[src/rtl/speck_key_schedule_pkg.sv]
// Shared definitions for the SPECK key-schedule block: FSM state encodings,
// SPECK32/64 defaults and the word shift/rotate helpers.
package speck_key_schedule_pkg;

  // SPECK32/64 defaults
  localparam int SPECK32_ALPHA  = 7;
  localparam int SPECK32_BETA   = 2;
  localparam int SPECK32_ROUNDS = 22;

  // Helpers operate on a 64-bit carrier; the caller states the live width.
  localparam int MAX_W = 64;

  // FSM state encodings
  localparam logic [2:0] ST_IDLE   = 3'd0;
  localparam logic [2:0] ST_LOAD   = 3'd1;
  localparam logic [2:0] ST_EMIT   = 3'd2;
  localparam logic [2:0] ST_UPDATE = 3'd3;
  localparam logic [2:0] ST_DONE   = 3'd4;

  // Round index as seen on the round_idx port
  typedef logic [4:0] round_idx_t;

  // All-ones mask covering the low 'width' bits
  function automatic logic [MAX_W-1:0] width_mask(input int unsigned width);
    if (width >= MAX_W) return '1;
    return (64'd1 << width) - 64'd1;
  endfunction

  // Logical left shift confined to 'width' bits
  function automatic logic [MAX_W-1:0] shl(input logic [MAX_W-1:0] x,
                                           input int unsigned amt,
                                           input int unsigned width);
    return (x << amt) & width_mask(width);
  endfunction

  // Logical right shift of the low 'width' bits
  function automatic logic [MAX_W-1:0] shr(input logic [MAX_W-1:0] x,
                                           input int unsigned amt,
                                           input int unsigned width);
    return (x & width_mask(width)) >> amt;
  endfunction

  // Wraparound left rotate of a 'width'-bit word
  function automatic logic [MAX_W-1:0] rotl(input logic [MAX_W-1:0] x,
                                            input int unsigned amt,
                                            input int unsigned width);
    int unsigned a;
    a = amt % width;
    if (a == 0) return x & width_mask(width);
    return shl(x, a, width) | shr(x, width - a, width);
  endfunction

  // Wraparound right rotate, expressed as the complementary left rotate
  function automatic logic [MAX_W-1:0] rotr(input logic [MAX_W-1:0] x,
                                            input int unsigned amt,
                                            input int unsigned width);
    return rotl(x, (width - (amt % width)) % width, width);
  endfunction

endpackage

[src/rtl/speck_key_schedule_round.sv]
// One combinational SPECK key-expansion step:
//   l_new  = (k + rotr(l0, ALPHA)) ^ i
//   k_next = rotl(k, BETA) ^ l_new
// Addition wraps modulo 2^WORD_W.
module speck_key_round
  import speck_key_schedule_pkg::*;
#(
  parameter int WORD_W = 16,
  parameter int ALPHA  = SPECK32_ALPHA,
  parameter int BETA   = SPECK32_BETA
) (
  input  logic [WORD_W-1:0] k,
  input  logic [WORD_W-1:0] l0,
  input  round_idx_t        i,
  output logic [WORD_W-1:0] k_next,
  output logic [WORD_W-1:0] l_new
);

  logic [WORD_W-1:0] l0_rot;
  logic [WORD_W-1:0] k_rot;

  assign l0_rot = WORD_W'(rotr(64'(l0), ALPHA, WORD_W));
  assign k_rot  = WORD_W'(rotl(64'(k), BETA, WORD_W));

  // Carry out of the add is dropped by the WORD_W-wide result.
  assign l_new  = (k + l0_rot) ^ WORD_W'(i);
  assign k_next = k_rot ^ l_new;

endmodule

[src/rtl/speck_key_schedule.sv]
// SPECK key-expansion stage. Latches a master key, then offers one round
// subkey at a time over valid/ready, from round 0 to ROUNDS-1, computing the
// next subkey in a dedicated UPDATE cycle after each acceptance.
module speck_key_schedule
  import speck_key_schedule_pkg::*;
#(
  parameter int WORD_W    = 16,
  parameter int KEY_WORDS = 4,
  parameter int ROUNDS    = SPECK32_ROUNDS,
  parameter int ALPHA     = SPECK32_ALPHA,
  parameter int BETA      = SPECK32_BETA
) (
  input  logic                        clk,
  input  logic                        rst_n,
  input  logic [KEY_WORDS*WORD_W-1:0] master_key,
  input  logic                        start,
  output logic [WORD_W-1:0]           subkey,
  output logic                        subkey_valid,
  input  logic                        subkey_ready,
  output logic [4:0]                  round_idx,
  output logic                        busy,
  output logic                        done
);

  logic [2:0] state_q;
  logic [2:0] state_d;

  // k word plus the l shift register; l_q[0] is the word consumed next.
  logic [WORD_W-1:0]                  k_q;
  logic [KEY_WORDS-2:0][WORD_W-1:0]   l_q;
  round_idx_t                         round_q;

  logic [WORD_W-1:0] k_next;
  logic [WORD_W-1:0] l_new;
  logic              last_round;
  logic              accept;

  assign last_round = (round_q == round_idx_t'(ROUNDS - 1));
  assign accept     = (state_q == ST_EMIT) && subkey_ready;

  speck_key_round #(
    .WORD_W (WORD_W),
    .ALPHA  (ALPHA),
    .BETA   (BETA)
  ) u_round (
    .k      (k_q),
    .l0     (l_q[0]),
    .i      (round_q),
    .k_next (k_next),
    .l_new  (l_new)
  );

  // State register
  // NOTE: sequential state uses non-blocking (<=) so every flop samples the
  // pre-edge values; blocking (=) here would create order-dependent races.
  always_ff @(posedge clk or negedge rst_n) begin
    if (!rst_n) state_q <= ST_IDLE;
    else        state_q <= state_d;
  end

  // Next-state logic
  always_comb begin
    // NOTE: default assignment first so every path drives state_d; a missing
    // branch would otherwise infer a latch.
    state_d = state_q;
    case (state_q)
      ST_IDLE:   if (start) state_d = ST_LOAD;
      ST_LOAD:   state_d = ST_EMIT;
      ST_EMIT:   if (accept) state_d = last_round ? ST_DONE : ST_UPDATE;
      ST_UPDATE: state_d = ST_EMIT;
      ST_DONE:   state_d = ST_IDLE;
      default:   state_d = ST_IDLE;
    endcase
  end

  // Key datapath: load the master key, then step it once per UPDATE cycle
  always_ff @(posedge clk or negedge rst_n) begin
    if (!rst_n) begin
      // NOTE: the key words are reset along with the control state so no part
      // of a previous key can be observed on subkey after reset.
      k_q     <= '0;
      l_q     <= '0;
      round_q <= '0;
    end else begin
      case (state_q)
        ST_LOAD: begin
          k_q     <= master_key[WORD_W-1:0];
          l_q     <= master_key[KEY_WORDS*WORD_W-1:WORD_W];
          round_q <= '0;
        end
        ST_UPDATE: begin
          k_q <= k_next;
          for (int j = 0; j < KEY_WORDS - 2; j++) l_q[j] <= l_q[j+1];
          l_q[KEY_WORDS-2] <= l_new;
          round_q <= round_q + 5'd1;
        end
        default: ;
      endcase
    end
  end

  assign subkey       = k_q;
  assign round_idx    = round_q;
  assign subkey_valid = (state_q == ST_EMIT);
  assign busy         = (state_q != ST_IDLE);
  assign done         = (state_q == ST_DONE);

endmodule
[config.mk]
export PLATFORM = sky130hd
export DESIGN_NAME = speck_key_schedule
export DESIGN_NICKNAME = d
export VERILOG_FILES = /design/src/rtl/speck_key_schedule_pkg.sv /design/src/rtl/speck_key_schedule_round.sv /design/src/rtl/speck_key_schedule.sv
export SDC_FILE = /design/constraint.sdc
export NUM_CORES = 1
export LEC_CHECK = 0
export CAP_MARGIN = 10
export CORE_ASPECT_RATIO = 0.7
export CORE_MARGIN = 1
export CORE_UTILIZATION = 30
export CTS_CLUSTER_SIZE = 8
export DETAILED_ROUTE_END_ITERATION = 16
export PLACE_DENSITY = 0.55
export SYNTH_ARGS = -nofsm -noshare
export SYNTH_HDL_FRONTEND = slang
export SYNTH_SLANG_ARGS = --single-unit
[constraint.sdc]
create_clock -name clk -period 2.9 [get_ports clk]
set_input_delay 0.435 -clock clk [delete_from_list [all_inputs] [get_ports clk]]
set_output_delay 0.435 -clock clk [all_outputs]
set_load 0.02 [all_outputs]
==> impl_metrics.tcl, run 1 <==
set metrics [dict create \
    wl_met1_mm 6.503 \
    core_area_um2 14010 \
    slowest_delay_ns 0.42 \
    synth_edf_count 0 \
    hold_violations 0 \
    avgSynthCellArea_um2 9.060 \
    drt-initial-drc-count 201 \
    yosysTopAreaCellShare 0.4169 \
    nNetsFinal 642 \
    cp_cell_sequence "ha_1 -> inv_1 -> fa_1 -> nor2b_1 -> o211ai_1 -> nand3b_1 -> a31oi_1 -> o311ai_1 -> nor3b_1 -> o22a_1" \
    p_leak_nw 2.694 \
    cellPowerDensity_nw_per_um2 1339 \
    grt_pass1_wl_mm 20.04 \
    place_ws_ns 0.4921 \
    worst_skew_pair.late_latency_ns 0.33 \
    port_buffers 91 \
    fmax_ghz 0.4123 \
    cts.sinks 72 \
    skew_ns 0.005841 \
    grt_usage 0.1761 \
    die-area_um2 14900 \
    maxSlewViolCount 0 \
    post-route-period-util 0.8364 \
    synth_fp_nets 563 \
    cts_buffers 9 \
    die_w_um 145.5 \
    vias 3680 \
    clock_path_buffers 2 \
    synth_cells 477 \
    die_h_um 102.4 \
    drt-pass1-iter-count 4 \
    irDropWorstVdd_v 0.0005175 \
    dp_hpwl_mm 9.139 \
    tightest_slew_ns 1.094 \
    overflow 0 \
    syn_area_um2 4322 \
    gp_congestion 0.8608 \
    post_cts_buffers 0 \
    yosysSeqAreaShare 0.4169 \
    top_layer "met4" \
    cpLargestDelayFamily "compound AO/OA/AOI/OAI gates" \
    yosysTopAreaCell "dfrtp_1" \
    area_delta_synth_final_pct 32.54 \
    totalWireLength_mm 12.47 \
    relSlewSlack 0.2708 \
    grt_antenna_before_repair 1 \
    cts_tree "yes" \
    min_period_ns 2.426 \
    synthDistinctLibCells 43 \
    drtAntennaViolNets 0 \
    n_fill_cell 1356 \
    synthTopCellsByArea "dfrtp_1, mux2i_1, nand2_1, o21ai_0, xnor2_1" \
    ys_ff_latch 72 \
    top_level_ports 92 \
    worstPathBufferInverterCount 1 \
    cp.arrival_ns 2.70 \
    antenna_cells 0 \
    rsz0062_at_grt "no" \
    avgViaCountPerCell 4.900 \
    cpMaxStageDelayCell "dfrtp_1" \
    finalSetupTns_ns 0 \
    synth_async_sr_flop_share 1.000 \
    htree_levels 3 \
    layout-drive-gt1-share 0.04635 \
    route.met2.wl_mm 5.205 \
    setup_ws_ns 0.4745 \
    yosys_warnings 0 \
    cp-end-kind "flip-flop" \
    start_util 0.3085 \
    cap_violations 0 \
    wl_per_cell_um 16.61 \
    worstSetupPathType "flip-flop to flip-flop" \
    grt_pass1_vias 3682 \
    yosysMostFrequentCell "dfrtp_1" \
    wl_met3_um 648 \
    grt_max_degree 118 \
    clock-root-buffer "clkbuf_16" \
    crit_path_start_kind "flip-flop" \
    drc 0 \
    status "complete, no violations" \
    min_path_type "flip-flop to flip-flop" \
    synthTopCellsByCount "dfrtp_1, nand2_1, o21ai_0, mux2i_1, a21oi_1" \
    synth_ff_type "dfrtp_1" \
    critPathMaxFanout 4 \
    post_cts_resized 0 \
    rows 36 \
    clk_pin_slew_ns 0.06 \
    cp_data_required_time_ns 3.17 \
    setup_viol 0 \
]
## layout by cell type (no fill, tap or decap), drive strengths merged, types with 5 or more instances in the layout
| cell type | synthesis | routed |
|---|---|---|
| clkdlybuf4s50 | 0 | 90 |
| dfrtp | 72 | 72 |
| nand2 | 70 | 70 |
| o21ai | 70 | 70 |
| mux2i | 44 | 44 |
| a21oi | 39 | 39 |
| xnor2 | 29 | 29 |
| nor2 | 21 | 21 |
| ha | 17 | 17 |
| clkbuf | 22 | 13 |
| and3 | 11 | 11 |
| inv | 7 | 7 |
| buf | 8 | 7 |
| xor2 | 6 | 6 |
| nor3 | 5 | 5 |
| or3 | 5 | 5 |
| nor2b | 5 | 5 |
| nand3 | 5 | 5 |
## metal layers
| layer | global-route usage | vias to the layer above |
|---|---|---|
| li1 | - | 1850 |
| met1 | 0.2560 | 1738 |
| met2 | 0.2641 | 82 |
| met3 | 0.04375 | 10 |
| met4 | 0.03563 | 0 |
| met5 | 0 | - |
## repair_timing
item / in CTS / in global routing
hold buffers: 1 / 0
endpoints found under the setup margin: 0 / 0
endpoints found under the hold margin: 9 / 0
## final timing paths
kind                            from    endpoint  slack, ns  cells past startpoint
setup / recovery           subkey[0]     l_q[46]       0.47                     10
hold reg to reg              l_q[31]     l_q[31]       0.48                      2
min in group asynchronous      rst_n      l_q[9]       0.52                      2
setup reg to reg           subkey[0]     l_q[46]       0.47                     10
hold / removal               l_q[31]     l_q[31]       0.48                      2
max in group asynchronous      rst_n  subkey[10]       1.74                      3
## per-stage QoR
step           power (mW)  std cells  hold WS, ns    util  instance area [um^2]
2_1_floorplan       5.209        477       0.1394       -                  4322
3_3_place_gp        6.480        734       0.3333  0.3867                  5418
3_5_place_dp        6.574        734       0.3376  0.3867                  5418
4_1_cts             7.730        751       0.4830  0.4089                  5728
5_1_grt             8.367        751       0.5117  0.4089                  5728
6_report            7.667        751       0.4774  0.4089                  5728
## kinds of logic after synthesis
family | Yosys count | share of synthesized area
xor gates and xnor gates | 35 | 0.07093
adders and majority gates | 18 | 0.05385
muxes | 44 | 0.1019
AOI/OAI and AO/OA | 137 | 0.1830
DFF | 72 | 0.4169
and+or+nand+nor | 134 | 0.1410
buffers and inverters | 37 | 0.03243
## state kept, by name, summed over array words and instances (netlist names)
name and flops:
state_q 3, subkey 16, l_q 48, round_idx 5
## power by group
part           switching, mW  internal [mW]
sequential             0.477           1.50
clock                  0.415          0.711
combinational           2.54           2.02
total                   3.43           4.23
## layout make-up
class,count,area [um^2],area share
Inverter,7,26.28,0.004587
Timing Repair Buffer,98,973.4,0.1699
Clock buffer,13,260.3,0.04543
Tap cell,190,237.7,0.04150
Clock inverter,3,40.04,0.006990
Sequential cell,72,1803,0.3148
Multi-Input combinational cell,368,2387,0.4168
## worst min-delay path: cells and delay by family (launching register included)
kind            cells  cell delay (ns)
flops               1             0.34
compound gates      1             0.06
simple gates        1             0.05
Note: power is estimated with default switching activity, not from simulation.
==> inputs of run 2 (changes only) <==
clock period = 2.3 ns   (was 2.9 ns; I/O delays follow)
==> impl_metrics.tcl, run 2 (synthesis gave the netlist of run 1 again) <==
set metrics [dict create \
    grt_max_degree 65 \
    endpoint "l_q[47]" \
    finish.instance_area_um2 6046 \
    setup_viol 0 \
    cp_num_cells 8 \
    grt_pass1_vias 3760 \
    clk_pin_slew_ns 0.06 \
    top_level_ports 92 \
    cts_buffers 9 \
    drtAntennaViolNets 0 \
    r2r_slack_ns 0.1 \
    drc 0 \
    total_power_mw 10.53 \
    clock-root-buffer "clkbuf_16" \
    hold_violations 0 \
    nNetsFinal 664 \
    max_flop_register "l_q" \
    grt_pass1_wl_mm 20.15 \
    drt-initial-drc-count 210 \
    cellPowerDensity_nw_per_um2 1741 \
    fmax_ghz 0.4542 \
    cpMaxStageDelayCell "dfrtp_1" \
    final_common_cell "clkdlybuf4s50_1" \
    cts_tree "yes" \
    critPathMaxFanout 5 \
    clock_path_buffers 2 \
    skew_ns 0.005549 \
    slowest_delay_ns 0.39 \
    largest_reg_flops 48 \
    area_delta_synth_final_pct 39.90 \
    cpLargestDelayFamily "compound AO/OA/AOI/OAI gates" \
    min_period_ns 2.202 \
    port_buffers 91 \
    status "complete, no violations" \
    place_inst 755 \
    worstSetupPathType "flip-flop to flip-flop" \
    p_leak_nw 2.813 \
    hold-worst-slack_ns 0.01115 \
    n_fill_cell 1347 \
    cp-end-kind "flip-flop" \
    dp_hpwl_mm 9.446 \
    overflow 0 \
    r2r_cells 8 \
    drt-pass1-iter-count 4 \
    start_util 0.3085 \
    dpl_cell_area_um2 5600 \
    totalWireLength_mm 12.61 \
    cp_cell_sequence "ha_1 -> and3_2 -> nand2_1 -> o22a_2 -> o311ai_4 -> xnor2_1 -> a21oi_1 -> a21o_1" \
    rr_startpoint "subkey[7]" \
    crit_path_start_kind "flip-flop" \
    worstPathBufferInverterCount 0 \
    antenna_cells 0 \
    die_w_um 145.5 \
    die-area_um2 14900 \
    grt_usage 0.1772 \
    cp-startpoint "subkey[7]" \
    maxSlewViolCount 0 \
    irDropWorstVdd_v 0.0009040 \
    layout-drive-gt1-share 0.1149 \
    reg2reg_to "l_q[47]" \
    cap_violations 0 \
    avgViaCountPerCell 4.821 \
    grt_antenna_before_repair 0 \
    relSlewSlack 0.5560 \
    cp_data_required_time_ns 2.52 \
    multiInputGateArea_um2 2480 \
    post-route-period-util 0.9572 \
    wl_per_cell_um 16.31 \
    gp_congestion 0.8170 \
    min_path_type "input pin to asynchronous set/reset pin" \
    stdcell_count 773 \
    cp.arrival_ns 2.42 \
    tightest_slew_ns 0.6660 \
    regArea_um2 1803 \
    vias 3727 \
    rows 36 \
    final_cell_mix "clkdlybuf4s50_1, dfrtp_1, nand2_1" \
    die_h_um 102.4 \
    worst_skew_pair.late_latency_ns 0.33 \
    cts.sinks 72 \
    core_area_um2 14010 \
    htree_levels 3 \
]
-- run 2: changes by cell type in the layout (fill, tap and decap cells not counted), sizes merged --
cell / delta
bufinv: +2
buf: +23
clkbuf: -2
clkinv: -2
clkinvlp: +2
dlygate4sd3: -1
-- run 2: how the worst min path moves through the flow --
| stage | depth (start not counted) | to | slack, ns | startpoint |
|---|---|---|---|---|
| final | 1 | round_idx[0] | 0.01 | rst_n |
| after global routing | 1 | round_idx[3] | 0.06 | rst_n |
| after CTS | 1 | round_idx[3] | 0.02 | rst_n |
| after detailed placement | 1 | l_q[25] | 0.37 | rst_n |
| after global placement | 1 | l_q[25] | 0.38 | rst_n |
| after floorplan | 0 | l_q[0] | 0.05 | rst_n |
-- run 2: per-layer routing --
metal,global-route usage,vias to the layer above,share of wire
li1,-,1884,-
met1,0.2639,1753,0.51
met2,0.2648,86,0.43
met3,0.03571,4,0.065
met4,0.03401,0,0.0029
met5,0,-,0
-- run 2: timing repair --
item	in CTS	in global routing
gates resized for setup	2	20
pin swaps	0	5
endpoints found under the setup margin	2	14
hold buffers	0	0
buffers inserted	0	2
-- run 2: per-stage QoR --
step / worst slack, ns / util / setup TNS (ns)
after floorplan: 0.02912 / - / 0
after global placement: 0.01800 / 0.3998 / 0
after detailed placement: -0.03031 / 0.3998 / -0.04579
after CTS: 0.006451 / 0.4244 / 0
after global routing: -0.003817 / 0.4316 / -0.005212
final: 0.09843 / 0.4316 / 0
-- run 2: cell type report --
cell class,count,share of cell area
Inverter,7,0.004346
Clock buffer,11,0.03849
Multi-Input combinational cell,368,0.4102
Clock inverter,5,0.01738
Timing Repair Buffer,120,0.1921
Tap cell,190,0.03932
Sequential cell,72,0.2982
-- run 2: power by group --
| part | leakage, nW | internal (mW) | switching [mW] |
|---|---|---|---|
| clock | 0.156 | 1.06 | 0.547 |
| sequential | 0.877 | 1.89 | 0.489 |
| combinational | 1.78 | 3.02 | 3.52 |
